## src/rtl/turbo_enc.sv

```systemverilog
// turbo_enc: rate-1/3 turbo encoder built from two 8-state RSC encoders with
// trellis termination. The second encoder sees the message through the
// interleaver pi(i) = (P*i) mod K. The 3K+12-bit codeword leaves as four
// W-bit words, least-significant word first.
// Optional build macro ENC_ABORT_EN adds the abort_i input.
module turbo_enc #(
  parameter int unsigned K = 24,
  parameter int unsigned W = 21,
  parameter int unsigned P = 7
) (
  input  logic         clk_p_i,
  input  logic         reset_n_i,
  input  logic         start_i,
  input  logic [K-1:0] data_i,
`ifdef ENC_ABORT_EN
  input  logic         abort_i,
`endif
  output logic [W-1:0] data_o,
  output logic         valid_o,
  output logic         done_o,
  output logic         busy_o
);

  localparam int unsigned N  = 3*K + 12;
  localparam int unsigned CW = (K > 4) ? $clog2(K) : 3;

  typedef enum logic [1:0] {IDLE, ENC, TAIL, OUT} state_t;

  state_t           state_q, state_d;
  logic [CW-1:0]    cnt_q, cnt_d;
  logic [CW-1:0]    pidx_q, pidx_d;
  logic [K-1:0]     msg_q, msg_d;
  logic [2:0]       enc1_q, enc1_d;   // {s1, s2, s3}
  logic [2:0]       enc2_q, enc2_d;
  logic [3*K-1:0]   body_q, body_d;
  logic [5:0]       tail1_q, tail1_d;
  logic [5:0]       tail2_q, tail2_d;
  logic [W-1:0]     data_q, data_d;
  logic             valid_q, valid_d;
  logic             done_q, done_d;

  logic             u1, u2, a1, a2, z1, z2;
  logic [CW:0]      psum;
  logic [CW-1:0]    pnext;
  logic [N-1:0]     cw;

  // Full codeword view: systematic/parity body, then encoder-1 and encoder-2 tails.
  assign cw = {tail2_q, tail1_q, body_q};

  // Encoder inputs, RSC recursion and incremental interleaver address.
  always_comb begin
    if (state_q == TAIL) begin
      u1 = enc1_q[1] ^ enc1_q[0];
      u2 = enc2_q[1] ^ enc2_q[0];
    end else begin
      u1 = msg_q[cnt_q];
      u2 = msg_q[pidx_q];
    end
    a1 = u1 ^ enc1_q[1] ^ enc1_q[0];
    z1 = a1 ^ enc1_q[2] ^ enc1_q[0];
    a2 = u2 ^ enc2_q[1] ^ enc2_q[0];
    z2 = a2 ^ enc2_q[2] ^ enc2_q[0];
    psum = {1'b0, pidx_q} + (CW+1)'(P);
    if (psum >= (CW+1)'(K)) begin
      pnext = CW'(psum - (CW+1)'(K));
    end else begin
      pnext = psum[CW-1:0];
    end
  end

  // Next-state logic: sequencing, codeword assembly and output word selection.
  always_comb begin
    state_d = state_q;
    cnt_d   = cnt_q;
    pidx_d  = pidx_q;
    msg_d   = msg_q;
    enc1_d  = enc1_q;
    enc2_d  = enc2_q;
    body_d  = body_q;
    tail1_d = tail1_q;
    tail2_d = tail2_q;
    data_d  = '0;
    valid_d = 1'b0;
    done_d  = 1'b0;
    case (state_q)
      IDLE: begin
        if (start_i) begin
          state_d = ENC;
          msg_d   = data_i;
          enc1_d  = '0;
          enc2_d  = '0;
          cnt_d   = '0;
          pidx_d  = '0;
        end
      end
      ENC: begin
        // Body is a right shift register: after K steps step 0 sits at bits [2:0].
        body_d = {z2, z1, u1, body_q[3*K-1:3]};
        enc1_d = {a1, enc1_q[2:1]};
        enc2_d = {a2, enc2_q[2:1]};
        pidx_d = pnext;
        if (cnt_q == CW'(K-1)) begin
          cnt_d   = '0;
          state_d = TAIL;
        end else begin
          cnt_d = cnt_q + 1'b1;
        end
      end
      TAIL: begin
        // Tail pairs shift in from the top so t=0 ends at bits [1:0] (x at bit 0).
        tail1_d = {z1, u1, tail1_q[5:2]};
        tail2_d = {z2, u2, tail2_q[5:2]};
        enc1_d  = {a1, enc1_q[2:1]};
        enc2_d  = {a2, enc2_q[2:1]};
        if (cnt_q == CW'(2)) begin
          cnt_d   = '0;
          state_d = OUT;
        end else begin
          cnt_d = cnt_q + 1'b1;
        end
      end
      OUT: begin
        // The codeword store is shifted down one word per cycle as it is emitted.
        data_d  = cw[W-1:0];
        valid_d = 1'b1;
        done_d  = (cnt_q == CW'(3));
        {tail2_d, tail1_d, body_d} = cw >> W;
        if (cnt_q == CW'(3)) begin
          cnt_d   = '0;
          state_d = IDLE;
        end else begin
          cnt_d = cnt_q + 1'b1;
        end
      end
      default: state_d = IDLE;
    endcase
`ifdef ENC_ABORT_EN
    if (abort_i && (state_q != IDLE)) begin
      state_d = IDLE;
      cnt_d   = '0;
      data_d  = '0;
      valid_d = 1'b0;
      done_d  = 1'b0;
    end
`endif
  end

  // State and datapath registers, cleared asynchronously.
  always_ff @(posedge clk_p_i or negedge reset_n_i) begin
    if (!reset_n_i) begin
      state_q <= IDLE;
      cnt_q   <= '0;
      pidx_q  <= '0;
      msg_q   <= '0;
      enc1_q  <= '0;
      enc2_q  <= '0;
      body_q  <= '0;
      tail1_q <= '0;
      tail2_q <= '0;
      data_q  <= '0;
      valid_q <= 1'b0;
      done_q  <= 1'b0;
    end else begin
      state_q <= state_d;
      cnt_q   <= cnt_d;
      pidx_q  <= pidx_d;
      msg_q   <= msg_d;
      enc1_q  <= enc1_d;
      enc2_q  <= enc2_d;
      body_q  <= body_d;
      tail1_q <= tail1_d;
      tail2_q <= tail2_d;
      data_q  <= data_d;
      valid_q <= valid_d;
      done_q  <= done_d;
    end
  end

  assign data_o  = data_q;
  assign valid_o = valid_q;
  assign done_o  = done_q;
  assign busy_o  = (state_q != IDLE);

endmodule

```

## config.mk

```make
export PLATFORM = sky130hd
export DESIGN_NAME = turbo_enc
export DESIGN_NICKNAME = d
export VERILOG_FILES = /design/src/rtl/turbo_enc.sv
export SDC_FILE = /design/constraint.sdc
export NUM_CORES = 1
export LEC_CHECK = 0
export BUFFER_PORTS_ARGS = -buffer_cell sky130_fd_sc_hd__buf_2
export CORE_MARGIN = 2
export CORE_UTILIZATION = 45
export CTS_BUF_LIST = sky130_fd_sc_hd__clkbuf_2
export CTS_CLUSTER_DIAMETER = 80
export DETAILED_ROUTE_END_ITERATION = 12
export SYNTH_ARGS = -nofsm -noshare
export SYNTH_HDL_FRONTEND = slang
export SYNTH_SLANG_ARGS = --single-unit
```

## constraint.sdc

```tcl
create_clock -name clk_p_i -period 2.4 [get_ports clk_p_i]
set_input_delay 0.36 -clock clk_p_i [delete_from_list [all_inputs] [get_ports clk_p_i]]
set_output_delay 0.36 -clock clk_p_i [all_outputs]
set_load 0.1 [all_outputs]
```

Word level (Yosys, flattened, before mapping):

Index checks and enable logic that the tools add are counted.

* register bits: 149
* input bits: 27
* output and inout port bits: 24
* logic and storage cells: 76

* add/subtract/negate cells: 3
* $lt $le $gt $ge: 3
* eq/ne operators: 10
* muxes and demuxes: 27
* bitwise gates (word level): 10
* reductions and logical operators: 11

Operators by type and width (number)
* 72-bit one-hot mux with 2 select lines: 1
* 5-bit 2-to-1 mux: 5
* 6-bit one-hot mux with 2 select lines: 2
* 21-bit 2-to-1 mux: 1
* 5-bit one-hot mux with 4 select lines: 1
* 5-bit by 6-bit less-than comparator with 1-bit output, second input constant: 2
* 3-bit one-hot mux with 2 select lines: 2
* 1-bit binary-select mux with 5-bit select: 2
* 5-bit by 2-bit equality test with 1-bit output, second input constant: 2
* 5-bit one-hot mux with 2 select lines: 1
* 2-bit nonzero test: 5
* 1-bit XOR: 10
* 2-bit 2-to-1 mux: 4
* 2-bit one-hot mux with 4 select lines: 1
* 5-bit by 3-bit adder with 6-bit output, second input constant: 1
* 6-bit by 5-bit greater-or-equal comparator with 1-bit output, second input constant: 1
* 1-bit 2-to-1 mux: 6
* 2-bit != test, second input constant: 3
* 2-bit AND reduction: 3
* 5-bit by 1-bit adder with 5-bit output, second input constant: 1
* 5-bit equality test, second input constant: 1
* 5-bit subtractor, second input constant: 1
* 2-bit equality test, second input constant: 2
* 4-bit AND reduction: 1
* other kinds (5): 5

Depth between registers and ports, before layout:

* depth after elaboration: 8
* gate-level depth with buffers: 8
* depth with buffers taken out: 8

Worst setup path before layout:

Ideal clock, no wire load.

* path type: register to register
* start: reg state_q[0]
* end: reg state_q[1]
* library setup time: 0.125 ns
* arrival: 2.159 ns
* required time: 2.275 ns
* setup slack: 0.116 ns
* cell stages (with the launch flop): 8
* buffers on the path: 1
* clock period less this slack: 2.284 ns
* cells stage by stage: dfrtp_1 inv_1 ha_1 clkbuf_1 inv_1 nor2_1 nor2_1 mux2_2

* longest elaborated chain between the ends: 3
* elaborated cells between the ends (all ways): 10
* those cells by class: eq/ne: 7; mux: 1; reduce/logical: 2

RTL lines
* from (decl): line 29 `state_t state_q, state_d;`
* from (signal assigned): line 164 `state_q <= state_d;`
* 2-bit equality test (tied with other cells): line 85 `case (state_q)`
* 2-bit != test (no line) / 2-bit by 1-bit != test with 1-bit output (equally long branches)
* 4-bit AND reduction (no line)

Several ways; a longest one is shown, not always the timed one.
A chain may end at the register's enable or synchronous reset.

Final worst setup path:

* start: reg state_q[1]
* end: out busy_o

* longest elaborated chain between the ends: 1

RTL lines
* 2-bit nonzero test: line 182 `assign busy_o = (state_q != IDLE);`
* to (decl): line 21 `output logic busy_o`

Every way passes these cells.

==> impl_metrics.ini <==
[outcome]
status = finished, final reports clean

[logic_synthesis]
synth.distinct_cells = 52
syn_area_per_cell_um2 = 11.2
syn_area_um2 = 6960
synth_seq_area_share_pct = 53.6
yosysWarnings = 0
ys_ff_latch = 149
ys.flop_type = dfrtp_1
syn_nets = 657
async_reset_ff_share_pct = 100
synthesis.instances = 623
synth_edf_count = 0

[hold_path]
hold_path_class = input pin to flop
hold_end = cnt_q[1]$_DFFE_PN0N_
hold_depth = 5
holdCritStartpoint = start_i

[global_route]
grt_usage_pct = 17.6
grt_pass1_vias = 4684
grt_max_degree = 74
grt_overflow = 0
antenna_found_initial = 1
grt_pass1_wl_mm = 22.9

[cells_and_area]
fin_util_pct = 52.8
nNetsFinal = 725
area_delta_synth_final_pct = 15.0
layout-drive-gt1-share_pct = 19.8

[sta]
worst_pin_slew_ns = 0.579
hold_violations = 0
rsz0062_at_grt = false
fin_crit_ns = 2.24
slew_headroom_pct = 61.0
fin_skew_ns = 0.0248
setup_violations = 0
slew_violations = 0
max_freq_mhz = 447
timing.final.crit_share_pct = 93.3
fin_setup_tns_ns = 0

[pwr]
combPwrFrac_pct = 44.8
switching_share_pct = 40.8
switchingPower_w = 0.00425
pwr-share-seq_pct = 39.6
power_density_nw_per_um2 = 1300
p_int_w = 0.00616
clkPwrFrac_pct = 15.6
ir_worst_vdd_mv = 0.517
p_leak_nw = 3.66

[critical_path]
reg2reg_from = pidx_q[0]$_DFFE_PN0P_
reg2reg_slack_ns = 0.17
critPathKind = flop to output port
cp-end-kind = output port
reg2reg_depth = 6
critPathLaunchType = flop
timing.rr.end = body_q[71]$_DFFE_PN0P_
cp_max_fo = 8
cp.arrival_ns = 1.88
cp.required_ns = 2.04

[route]
drc_errors = 0
viasPerCell = 5.31
vias = 4728
detail_route.wl_per_cell_um = 14.8
totalWireLength_mm = 13.2
ant_nets = 0
first_pass_iters = 5
drt_iter0_markers = 256

[flow_run]
max_cap_violations = 0

[clock_tree]
cts_sinks = 149
cts_root_buffer = clkbuf_2
cts_max_path_buffers = 2
cts_tree = done
h-tree-depth = 4
numCtsBuffers = 17
worstSkewPairLatency_ns = 0.72
clkTransAtPathRegs_ns = 0.20

[floorplan]
core-area_um2 = 15100
initial_core_util_pct = 45.9
dieArea_um2 = 16500
ioPinCount = 51
die_w_um = 128
row_count = 45
dieHeight_um = 128

[place]
place.gp.congestion = 0.817
dp_hpwl_mm = 8.76
io_buffers = 50
## layout make-up
| class | instances | area, µm² |
|---|---|---|
| multi-input combinational | 422 | 3050 |
| sequential | 149 | 3730 |
| inverter | 10 | 37.5 |
| clock inverter | 12 | 186 |
| tap | 188 | 235 |
| timing repair buffer | 91 | 671 |
| clock buffer | 18 | 90.1 |
| fill | 1297 | 7140 |
| antenna | 1 | 2.50 |
## logic make-up (layout without fill, tap and decap cells)
family | Yosys count | in the layout | share of synthesized area (%)
adder cells (fa/ha/maj) | 7 | 7 | 1.26
AND/OR/NAND/NOR | 173 | 173 | 11.8
flip-flops | 149 | 149 | 53.6
multiplexers | 124 | 124 | 20.1
buffers and inverters | 52 | 131 | 3.11
XOR/XNOR | 9 | 9 | 1.13
other | 0 | 1 | 0
AO/OA/AOI/OAI | 109 | 109 | 9.08
## layout by cell type (no fill, tap or decap), types with 5 or more instances in the layout
cell type and instances:
and2_1 23, nand3_1 7, clkinv_2 5, o21ai_0 76, mux4_2 7, nand2_1 88, nor2_1 29, inv_1 10
buf_4 13, a22o_1 5, mux2_2 25, mux2i_1 88, clkbuf_2 18, dlygate4sd3_1 25, dfrtp_1 148, buf_2 48
bufinv_16 5, o31ai_1 5, a21oi_1 5, xor2_1 6
## per-stage QoR
step | worst slack (ns) | std cells | cell area, µm² | hold slack [ns] | power (W)
global placement | 0.318 | 833 | 7440 | 0.352 | 0.00863
global route | 0.0156 | 891 | 8000 | 0.0764 | 0.0112
CTS | 0.0417 | 888 | 7990 | 0.0352 | 0.0105
finish | 0.162 | 891 | 8000 | 0.0986 | 0.0104
floorplan | 0.116 | 623 | 6960 | 0.0644 | 0.00769
detailed placement | 0.251 | 833 | 7440 | 0.359 | 0.00875
## worst max-delay path by stage
stage | from | cells past startpoint | slack, ns | end
floorplan | state_q[0]$_DFFE_PN0P_ | 7 | 0.12 | state_q[1]$_DFFE_PN0P_
global placement | pidx_q[0]$_DFFE_PN0P_ | 6 | 0.32 | body_q[71]$_DFFE_PN0P_
detailed placement | cnt_q[0]$_DFFE_PN0N_ | 7 | 0.25 | state_q[1]$_DFFE_PN0P_
CTS | state_q[1]$_DFFE_PN0P_ | 4 | 0.04 | busy_o
global route | state_q[0]$_DFFE_PN0P_ | 4 | 0.02 | busy_o
finish | state_q[1]$_DFFE_PN0P_ | 4 | 0.16 | busy_o
## registers in the layout (all words and copies together) (netlist names)
name,count
body_q,72
cnt_q,5
data_o,21
done_o,1
enc1_q,3
enc2_q,3
msg_q,24
pidx_q,5
state_q,2
tail1_q,6
tail2_q,6
valid_o,1
## per-layer routing
metal | up-vias | share of wire, % | track usage, %
met5 | - | 0 | 0
met4 | 0 | 1.3 | 5.69
met3 | 14 | 3.2 | 4.32
met2 | 78 | 47 | 27.7
met1 | 2331 | 48 | 24.0
li1 | 2305 | - | -
## critical path: stages, from the launching register on
cell,delay [ns]
dfrtp_1,0.44
inv_1,0.12
ha_4,0.21
inv_1,0.13
buf_6,0.24
## power by group through the flow
stage          clock network [W]  registers [W]  logic, W
3_5_place_dp                   0        0.00419   0.00456
3_3_place_gp                   0        0.00417   0.00446
5_1_grt                  0.00178        0.00427   0.00515
2_1_floorplan                  0        0.00427   0.00341
4_1_cts                  0.00168        0.00414   0.00465
6_report                 0.00162        0.00412   0.00467
## cells in the mapped netlist (3+ instances only)
| cell | number | area, µm² |
|---|---|---|
| a211oi_1 | 3 | 22.5 |
| xor2_1 | 6 | 52.6 |
| mux4_2 | 7 | 158 |
| nor2_1 | 29 | 109 |
| dfrtp_1 | 149 | 3730 |
| mux2i_1 | 88 | 881 |
| nor2b_1 | 4 | 25.0 |
| a22o_1 | 5 | 43.8 |
| clkbuf_1 | 34 | 128 |
| inv_1 | 10 | 37.5 |
| xnor2_1 | 3 | 26.3 |
| a21oi_1 | 5 | 25.0 |
| o21ai_0 | 76 | 380 |
| nor3_1 | 3 | 15.0 |
| o31ai_1 | 5 | 37.5 |
| buf_1 | 3 | 11.3 |
| ha_1 | 7 | 87.6 |
| nand2_1 | 88 | 330 |
| nand2b_1 | 4 | 25.0 |
| nand3_1 | 7 | 35.0 |
| mux2_2 | 25 | 282 |
| and2_1 | 23 | 144 |
| nor3b_1 | 4 | 30.0 |
## what timing repair did
| action | CTS | global route |
|---|---|---|
| resized for setup | 5 | 0 |
| endpoints found under the setup margin | 1 | 1 |
| hold buffers | 25 | 0 |
| buffers inserted | 0 | 2 |
| endpoints found under the hold margin | 126 | 0 |
No activity file was read; power rests on OpenSTA's default activity.
